`src/rtl/dmem_pkg.sv`:
```
// dmem_pkg: shared definitions for the data-memory responder.
//   - load/store size encodings (func3 values)
//   - responder FSM state encoding
//   - dmem_misaligned(): alignment rule used when DMEM_MISALIGN_CHECK_EN is defined
package dmem_pkg;

    localparam logic [2:0] DMEM_SZ_B  = 3'd0;
    localparam logic [2:0] DMEM_SZ_H  = 3'd1;
    localparam logic [2:0] DMEM_SZ_W  = 3'd2;
    localparam logic [2:0] DMEM_SZ_BU = 3'd4;
    localparam logic [2:0] DMEM_SZ_HU = 3'd5;

    typedef enum logic [1:0] {
        ST_IDLE = 2'd0,
        ST_REQ  = 2'd1,
        ST_WAIT = 2'd2,
        ST_DONE = 2'd3
    } dmem_state_e;

    // Halfwords must be 2-byte aligned, words 4-byte aligned; bytes never fault.
    function automatic logic dmem_misaligned(input logic [2:0] size, input logic [1:0] addr_lo);
        logic mis;
        mis = 1'b0;
        case (size)
            DMEM_SZ_H, DMEM_SZ_HU: mis = addr_lo[0];
            DMEM_SZ_W:             mis = (addr_lo != 2'b00);
            default:               mis = 1'b0;
        endcase
        return mis;
    endfunction

endpackage

```
`src/rtl/dmem_lane_fmt.sv`:
```
// dmem_lane_fmt: combinational lane formatting for the data-memory responder.
//   size       in  3   func3 size code (stores use size[1:0])
//   addr_lo    in  2   byte offset within the word
//   st_data    in  32  right-aligned store data
//   ld_word    in  32  raw word returned by memory
//   wmask      out 4   byte enables for a store
//   wdata_rep  out 32  store data replicated across lanes
//   ld_data    out 32  extracted and sign/zero-extended load data
module dmem_lane_fmt
    import dmem_pkg::*;
(
    input  logic [2:0]  size,
    input  logic [1:0]  addr_lo,
    input  logic [31:0] st_data,
    input  logic [31:0] ld_word,
    output logic [3:0]  wmask,
    output logic [31:0] wdata_rep,
    output logic [31:0] ld_data
);

    logic [7:0]  ld_byte;
    logic [15:0] ld_half;

    // Half select only looks at addr_lo[1]; an odd halfword address
    // therefore reads the aligned halfword it falls in.
    assign ld_byte = ld_word[{addr_lo, 3'b000} +: 8];
    assign ld_half = ld_word[{addr_lo[1], 4'b0000} +: 16];

    always_comb begin
        wmask     = 4'b1111;
        wdata_rep = st_data;
        case (size[1:0])
            2'd0: begin
                wmask     = 4'b0001 << addr_lo;
                wdata_rep = {4{st_data[7:0]}};
            end
            2'd1: begin
                wmask     = 4'b0011 << {addr_lo[1], 1'b0};
                wdata_rep = {2{st_data[15:0]}};
            end
            default: begin
                wmask     = 4'b1111;
                wdata_rep = st_data;
            end
        endcase
    end

    always_comb begin
        ld_data = ld_word;
        case (size)
            DMEM_SZ_B:  ld_data = {{24{ld_byte[7]}}, ld_byte};
            DMEM_SZ_H:  ld_data = {{16{ld_half[15]}}, ld_half};
            DMEM_SZ_BU: ld_data = {24'd0, ld_byte};
            DMEM_SZ_HU: ld_data = {16'd0, ld_half};
            default:    ld_data = ld_word;
        endcase
    end

endmodule

```
`src/rtl/dmem_responder.sv`:
```
// dmem_responder: memory-side responder for the pipeline's data-memory requests.
// Captures one load/store, runs the memory ready/valid handshake, stalls the
// pipeline until completion and returns registered, extended load data.
// Optional feature macro: DMEM_MISALIGN_CHECK_EN (misaligned H/W accesses skip
// memory and complete with cpu_misalign=1).
//   clk, reset                 clock, synchronous active-high reset
//   cpu_req_*                  request from the core, held while cpu_stall=1
//   cpu_st_size / cpu_ld_size  func3 size codes
//   cpu_stall                  hold pipeline
//   cpu_resp_valid/_data       completion pulse and registered load data
//   cpu_misalign               misaligned-access pulse (0 when feature disabled)
//   mem_req_*                  request channel to the data memory
//   mem_resp_valid/_data       read return from the data memory
module dmem_responder
    import dmem_pkg::*;
#(
    parameter int ADDR_WIDTH = 32,
    parameter int DATA_WIDTH = 32
) (
    input  logic                  clk,
    input  logic                  reset,
    input  logic                  cpu_req_valid,
    input  logic                  cpu_req_we,
    input  logic [ADDR_WIDTH-1:0] cpu_req_addr,
    input  logic [DATA_WIDTH-1:0] cpu_req_wdata,
    input  logic [1:0]            cpu_st_size,
    input  logic [2:0]            cpu_ld_size,
    output logic                  cpu_stall,
    output logic                  cpu_resp_valid,
    output logic [DATA_WIDTH-1:0] cpu_resp_data,
    output logic                  cpu_misalign,
    output logic                  mem_req_valid,
    input  logic                  mem_req_ready,
    output logic                  mem_req_rw,
    output logic [ADDR_WIDTH-1:0] mem_req_addr,
    output logic [DATA_WIDTH-1:0] mem_req_wdata,
    output logic [3:0]            mem_req_wmask,
    input  logic                  mem_resp_valid,
    input  logic [DATA_WIDTH-1:0] mem_resp_data
);

    dmem_state_e           state, state_nxt;
    logic                  req_we;
    logic [2:0]            req_size;
    logic [ADDR_WIDTH-1:0] req_addr;
    logic [DATA_WIDTH-1:0] req_wdata;

    logic [2:0]            in_size;
    logic                  in_misalign;
    logic [3:0]            fmt_wmask;
    logic [DATA_WIDTH-1:0] fmt_wdata;
    logic [DATA_WIDTH-1:0] fmt_ld;

    // One size register serves both directions; store codes never exceed 3.
    assign in_size = cpu_req_we ? {1'b0, cpu_st_size} : cpu_ld_size;

`ifdef DMEM_MISALIGN_CHECK_EN
    logic mis_q;
    assign in_misalign  = dmem_misaligned(in_size, cpu_req_addr[1:0]);
    assign cpu_misalign = cpu_resp_valid & mis_q;
`else
    assign in_misalign  = 1'b0;
    assign cpu_misalign = 1'b0;
`endif

    dmem_lane_fmt u_fmt (
        .size      (req_size),
        .addr_lo   (req_addr[1:0]),
        .st_data   (req_wdata),
        .ld_word   (mem_resp_data),
        .wmask     (fmt_wmask),
        .wdata_rep (fmt_wdata),
        .ld_data   (fmt_ld)
    );

    always_ff @(posedge clk) begin
        if (reset) begin
            state         <= ST_IDLE;
            req_we        <= 1'b0;
            req_size      <= 3'd0;
            req_addr      <= '0;
            req_wdata     <= '0;
            cpu_resp_data <= '0;
`ifdef DMEM_MISALIGN_CHECK_EN
            mis_q         <= 1'b0;
`endif
        end else begin
            state <= state_nxt;
            if (state == ST_IDLE && cpu_req_valid) begin
                req_we    <= cpu_req_we;
                req_size  <= in_size;
                req_addr  <= cpu_req_addr;
                req_wdata <= cpu_req_wdata;
`ifdef DMEM_MISALIGN_CHECK_EN
                mis_q     <= in_misalign;
`endif
            end
            if (state == ST_WAIT && mem_resp_valid)
                cpu_resp_data <= fmt_ld;
        end
    end

    always_comb begin
        state_nxt      = state;
        cpu_stall      = 1'b0;
        cpu_resp_valid = 1'b0;
        mem_req_valid  = 1'b0;
        case (state)
            ST_IDLE: begin
                cpu_stall = cpu_req_valid;
                if (cpu_req_valid)
                    state_nxt = in_misalign ? ST_DONE : ST_REQ;
            end
            ST_REQ: begin
                cpu_stall     = 1'b1;
                mem_req_valid = 1'b1;
                if (mem_req_ready)
                    state_nxt = req_we ? ST_DONE : ST_WAIT;
            end
            ST_WAIT: begin
                cpu_stall = 1'b1;
                if (mem_resp_valid)
                    state_nxt = ST_DONE;
            end
            ST_DONE: begin
                // cpu_req_valid here is still the completed request; ignore it.
                cpu_resp_valid = 1'b1;
                state_nxt      = ST_IDLE;
            end
            default: state_nxt = ST_IDLE;
        endcase
    end

    // Request channel is driven only in REQ so it reads as all-zero otherwise.
    assign mem_req_rw    = mem_req_valid & req_we;
    assign mem_req_addr  = mem_req_valid ? {req_addr[ADDR_WIDTH-1:2], 2'b00} : '0;
    assign mem_req_wdata = mem_req_rw ? fmt_wdata : '0;
    assign mem_req_wmask = mem_req_rw ? fmt_wmask : 4'b0000;

endmodule

```
`config.mk`:
```
export PLATFORM = sky130hd
export DESIGN_NAME = dmem_responder
export DESIGN_NICKNAME = d
export VERILOG_FILES = /design/src/rtl/dmem_pkg.sv /design/src/rtl/dmem_lane_fmt.sv /design/src/rtl/dmem_responder.sv
export SDC_FILE = /design/constraint.sdc
export NUM_CORES = 1
export LEC_CHECK = 0
export CAP_MARGIN = 20
export CORE_ASPECT_RATIO = 0.6
export CORE_MARGIN = 2
export CORE_UTILIZATION = 46
export CTS_CLUSTER_SIZE = 30
export DETAILED_ROUTE_END_ITERATION = 10
export GPL_TIMING_DRIVEN = 0
export PLACE_DENSITY = 0.88
export SKIP_CTS_REPAIR_TIMING = 1
export SLEW_MARGIN = 20
export SYNTH_ARGS = -nofsm -noshare
export SYNTH_HDL_FRONTEND = slang
export SYNTH_SLANG_ARGS = --single-unit
```
`constraint.sdc`:
```
create_clock -name clk -period 2.7 [get_ports clk]
set_input_delay 0.675 -clock clk [delete_from_list [all_inputs] [get_ports clk]]
set_output_delay 0.675 -clock clk [all_outputs]
set_load 0.01 [all_outputs]
```
; ---- Word-level counts from Yosys, hierarchy flattened
; Index checks and enable logic that the tools add are counted.
[totals]
ram_bits = 0
regBits = 102
input_bits = 107
n_memories = 0
word_cells = 43
romBits = 0
out_inout_bits = 105
latchBits = 0
[classes]
n_div = 0
shift = 4
mux = 15
eq_ne = 10
n_reduce_logical = 7
n_lt_le_gt_ge = 0
mul = 0
n_addsub = 0
bitwise_logic = 1
[op_table]
columns = cell, n
row1 = $pmux W32 S4, 1
row2 = $mux W32, 2
row3 = $pmux W32 S2, 1
row4 = $shiftx A32 B6 Y16, 1
row5 = $shiftx A32 B6 Y8, 1
row6 = $pmux W2 S4, 1
row7 = $pmux W4 S2, 1
row8 = $eq A3 B3 Y1 const B, 2
row9 = $mux W2, 3
row10 = $ne A2 B2 Y1 const B, 3
row11 = $eq A2 B1 Y1 const B, 2
row12 = $eq A2 B2 Y1 const B, 2
row13 = $logic_not A2 Y1, 2
row14 = $mux W4, 1
row15 = $shl A1 B2 Y4 const A, 1
row16 = $shl A2 B2 Y4 const A, 1
row17 = $eq A3 B1 Y1 const B, 1
row18 = $logic_not A3 Y1, 1
row19 = $mux W1, 3
row20 = $mux W3, 1
row21 = $reduce_and A3 Y1, 1
row22 = $logic_and A1 B1 Y1, 2
row23 = $pmux W1 S2, 1
row24 = $reduce_or A2 Y1, 1
row25 = $and A1 B1 Y1, 1

; ---- Logic depth before layout (Yosys ltp)
[logic_depth]
ltp_word = 4
ltp_mapped = 8
depth_no_buf = 6

; ---- Hierarchy
; Synthesis repeated with hierarchy kept, for this count alone.
[unflattened]
cells_unflattened = 723
area_unflattened_um2 = 5657.9
[by_module_without_submodules]
columns = mod, area_each_um2, cells_per_inst, seq_area_each_um2, n_inst
row1 = dmem_responder, 4294.1, 544, 2042.0, 1
row2 = dmem_lane_fmt, 1363.8, 179, 0.0, 1

; ---- Worst setup path before layout
; OpenSTA, ideal clock, no wires.
[synth_path]
path_type = input-to-output
from = input cpu_req_valid
to = output cpu_stall
required_time_ps = 2025
n_path_buf = 2
cell_stages = 5
slack_ps = 528
arrival_ps = 1497
path_cell_list = and2_1 clkbuf_1 clkbuf_1 nor2_1 nor2_1
[synth_between]
elab_chain_len = 1
[synth_lines]
columns = element, line
row1 = from (decl), dmem_responder.sv:22  ; input logic cpu_req_valid,
row2 = $pmux W1 S2, dmem_responder.sv:108  ; case (state)
row3 = to (decl), dmem_responder.sv:28  ; output logic cpu_stall,
; No other way between the ends.

; ---- Final worst setup path
[layout_path]
from = register state[1]
to = output mem_req_addr[28]
[layout_between]
elab_chain_len = 3
[layout_lines]
columns = element, line
row1 = from (decl), dmem_responder.sv:42  ; dmem_state_e state, state_nxt;
row2 = from (signal assigned), dmem_responder.sv:88  ; state <= state_nxt;
row3 = $eq A2 B1 Y1, dmem_responder.sv:108
row4 = $mux W1, dmem_responder.sv:108
row5 = $mux W32, dmem_responder.sv:136  ; assign mem_req_addr = mem_req_valid ? {req_addr[ADDR_WIDTH-1:2], 2'b00} : '0;
row6 = to (decl), dmem_responder.sv:35  ; output logic [ADDR_WIDTH-1:0] mem_req_addr,
; No other way between the ends.

==> run metrics <==
RePlAce Congestion 0.9179; Achievable Freq 382.7 MHz; Crit Path Max Fanout 10; Fin. Hold Viols 0; synthesized instance count 673; FF-to-FF End req_addr[25]; Root Driver clkbuf_16; YS warnings 0; Clock Latency Late Sink 340 ps; Tightest Pin Transition 681.6 ps; Synth area leader dfxtp_1; Detailed Route Iter0 Violations 384; final non-filler cell total 1,038; first-pass GRT wire length 26.92 mm; initial antenna violation count 0; synthesized area 5046 sq um; CTS tree built; wire per inst 16.75 um; Die H 85.13 um; Max Slew Vio Count 0; PortBufs 208; largest net degree at the start of global routing 17; clock net sink count 102; slowest cell delay on critical path 530 ps; Final nets 1,006; RSZ-0062 raised after global routing no; FF-to-FF path depth 7; normalized max-slew margin 53.94%; Simple-Gate Fraction of Synth Area 24.89%; total die area 11,850 sq um; M1 wire length 7.982 mm; Worst Skew 6.271 ps; clk slew on worst S/H paths 70 ps; Post-Synth Adder-Cell Area 1.240%; Starting Density 47.46%; crit path capture type output pin; Setup violations, final 0; EDFF count, synth 0; Post-DRT Antenna Nets 0; status completed; PnR worst setup slack 87.10 ps; Reg2Reg Setup Slack 570 ps; drt drc 0; pre-CTS setup slack -774.8 ps; pwr dens 759.6 nW/um^2; hold path cells 2; Hold Crit Start req_addr[9]; Row Count 29; Die X 139.2 um; gr ovfl total 0; Area contributors post-synth dfxtp_1 40%, nand2_1 13%, a21oi_1 12%, mux2i_1 7.1%, and2_1 4.0%; share of post-route cells with drive strength above 1 6.897%; flops & latches, synth 102; ys async rst share 0%; CP Class reg2out; Buffers & Inverters on Critical Path 4; max-capacitance violation count 0; mux share of post-synthesis cell area 7.364%; CORE AREA 10,630 sq um; Post-Syn Area per Cell 7.498 sq um; Leakage 3.401 nW; Seq/Total Area, Yosys 40.47%; cell family contributing the most delay on the critical path buffers and inverters; max layer used met4; critical path's slowest cell clkdlybuf4s50_1; critical path, cell by cell inv_2, ha_4, buf_6, clkbuf_4, and2_1, clkdlybuf4s50_1; maximum vdd drop 0.4624 mV; Startpoint Class flip-flop; Placed Cells 1,022; Ports 212; hold_ws 450.6 ps; P&R area growth vs syn 54.25%; worst path arrival time 1940 ps; clock buffer depth 2; # diodes 0; H-tree levels 3; GR Util All Layers 28.66%; met2 wire length 7.455 mm; HP Class reg2reg; wire length on met3 1.793 mm; Data required, critical path 2030 ps; most common flop cell mapped by yosys dfxtp_1; post-synthesis xor/xnor area fraction 0%; Tcrit/Tclk final 96.77%; DRT Pass-1 Iters 5; via count 5,557; Compound-Gate Fraction of Synth Area 20.28%; DPL Wire Length 13.44 mm; Post-Route WL 17.39 mm; reg2reg start state[0]; crit path time final 2613 ps; largest family of logic cells by synthesized area simple AND/OR/NAND/NOR gates; Synth cell types 36; Synth top area share 40.47%; Num CTS Buffers 9; WHS Endpoint req_addr[9]; vias in the first global route 5,023; Via density 5.354
[cells in the mapped netlist (5+ instances only)]
cell type and count:
a21oi_1 116, a221oi_2 7, and2_1 32, and3_1 9
buf_1 7, buf_2 10, clkbuf_1 36, dfxtp_1 102
ha_1 5, inv_1 9, mux2i_1 36, nand2_1 176
nor2_1 46, nor4bb_1 7, o21ai_0 30, o21ai_1 6
o22a_1 7, or3_1 8
[worst register-to-register path, cell delays in order (launching register included)]
cell      delay [ps]
dfxtp_1          400
inv_1            130
ha_1             250
nand2_1          160
clkbuf_1         390
buf_1            440
nand2_1          120
a21oi_1          170
[layout by cell type, fill, tap and decap left out, types with 2 or more instances in the layout]
master,Yosys,final
clkdlybuf4s50_1,0,179
nand2_1,176,176
a21oi_1,116,116
dfxtp_1,102,100
nor2_1,46,45
mux2i_1,36,36
and2_1,32,31
o21ai_0,30,30
dlymetal6s2s_1,0,29
clkbuf_1,36,24
buf_4,4,9
and3_1,9,9
clkbuf_16,0,9
inv_1,9,8
or3_1,8,8
buf_6,1,7
a221oi_2,7,7
nor4bb_1,7,7
o22a_1,7,7
clkbuf_4,0,6
o21ai_1,6,6
buf_2,10,5
buf_1,7,5
ha_1,5,4
clkbuf_2,0,3
a211oi_1,3,3
conb_1,1,3
clkinvlp_4,0,3
nor2b_1,2,2
clkbuf_8,0,2
[flip-flops by register name (all words and copies together) (netlist names)]
register	cells
cpu_resp_data	32
req_addr	32
req_wdata	32
req_size	3
state	2
req_we	1
[metal layers]
layer / up-vias / GRT usage, %
met5: - / 0
met4: 0 / 4.408
met3: 16 / 8.183
met2: 277 / 42.77
met1: 2560 / 42.11
li1: 2704 / -
[cell type report]
class	count	area, sq um
fill	860	2848
multi-input combinational	506	2750
timing repair buffer	212	2182
sequential	102	2047
buffer	54	309.0
clock buffer	12	256.5
tap	139	173.9
inverter	9	33.78
clock inverter	4	31.28
[through the flow]
step / area [sq um] / utilization, % / TNS, ps / power, mW
2_1_floorplan: 5054 / - / 0 / 3.463
3_3_place_gp: 7310 / 68.75 / -10620 / 4.457
3_5_place_dp: 7310 / 68.75 / -10500 / 4.521
4_1_cts: 7597 / 71.46 / -30860 / 5.761
5_1_grt: 7784 / 73.21 / 0 / 6.261
6_report: 7784 / 73.21 / 0 / 5.913
[worst max-delay path by stage]
stage / startpoint / endpoint / slack (ps) / cells after the start
final: state[1] / mem_req_addr[28] / 90 / 6
after global routing: req_size[0] / mem_req_wmask[3] / 3 / 5
after CTS: cpu_req_valid / cpu_stall / -790 / 7
after detailed placement: cpu_req_valid / cpu_stall / -770 / 7
after global placement: cpu_req_valid / cpu_stall / -740 / 7
after floorplan: cpu_req_valid / cpu_stall / 530 / 5
[cell families after synthesis]
family,after synthesis
other,1
adder cells (fa/ha/maj),5
AO/OA/AOI/OAI,176
buffers and inverters,67
multiplexers,37
AND/OR/NAND/NOR,285
flip-flops,102
[where the power goes]
part / internal [mW] / total, mW / switching [mW] / leakage (nW)
registers: 1.84 / 2.07 / 0.225 / 0.835
clock network: 0.679 / 1.26 / 0.580 / 0.131
logic: 1.16 / 2.58 / 1.42 / 2.44
Note: power is estimated with default switching activity, not from simulation.
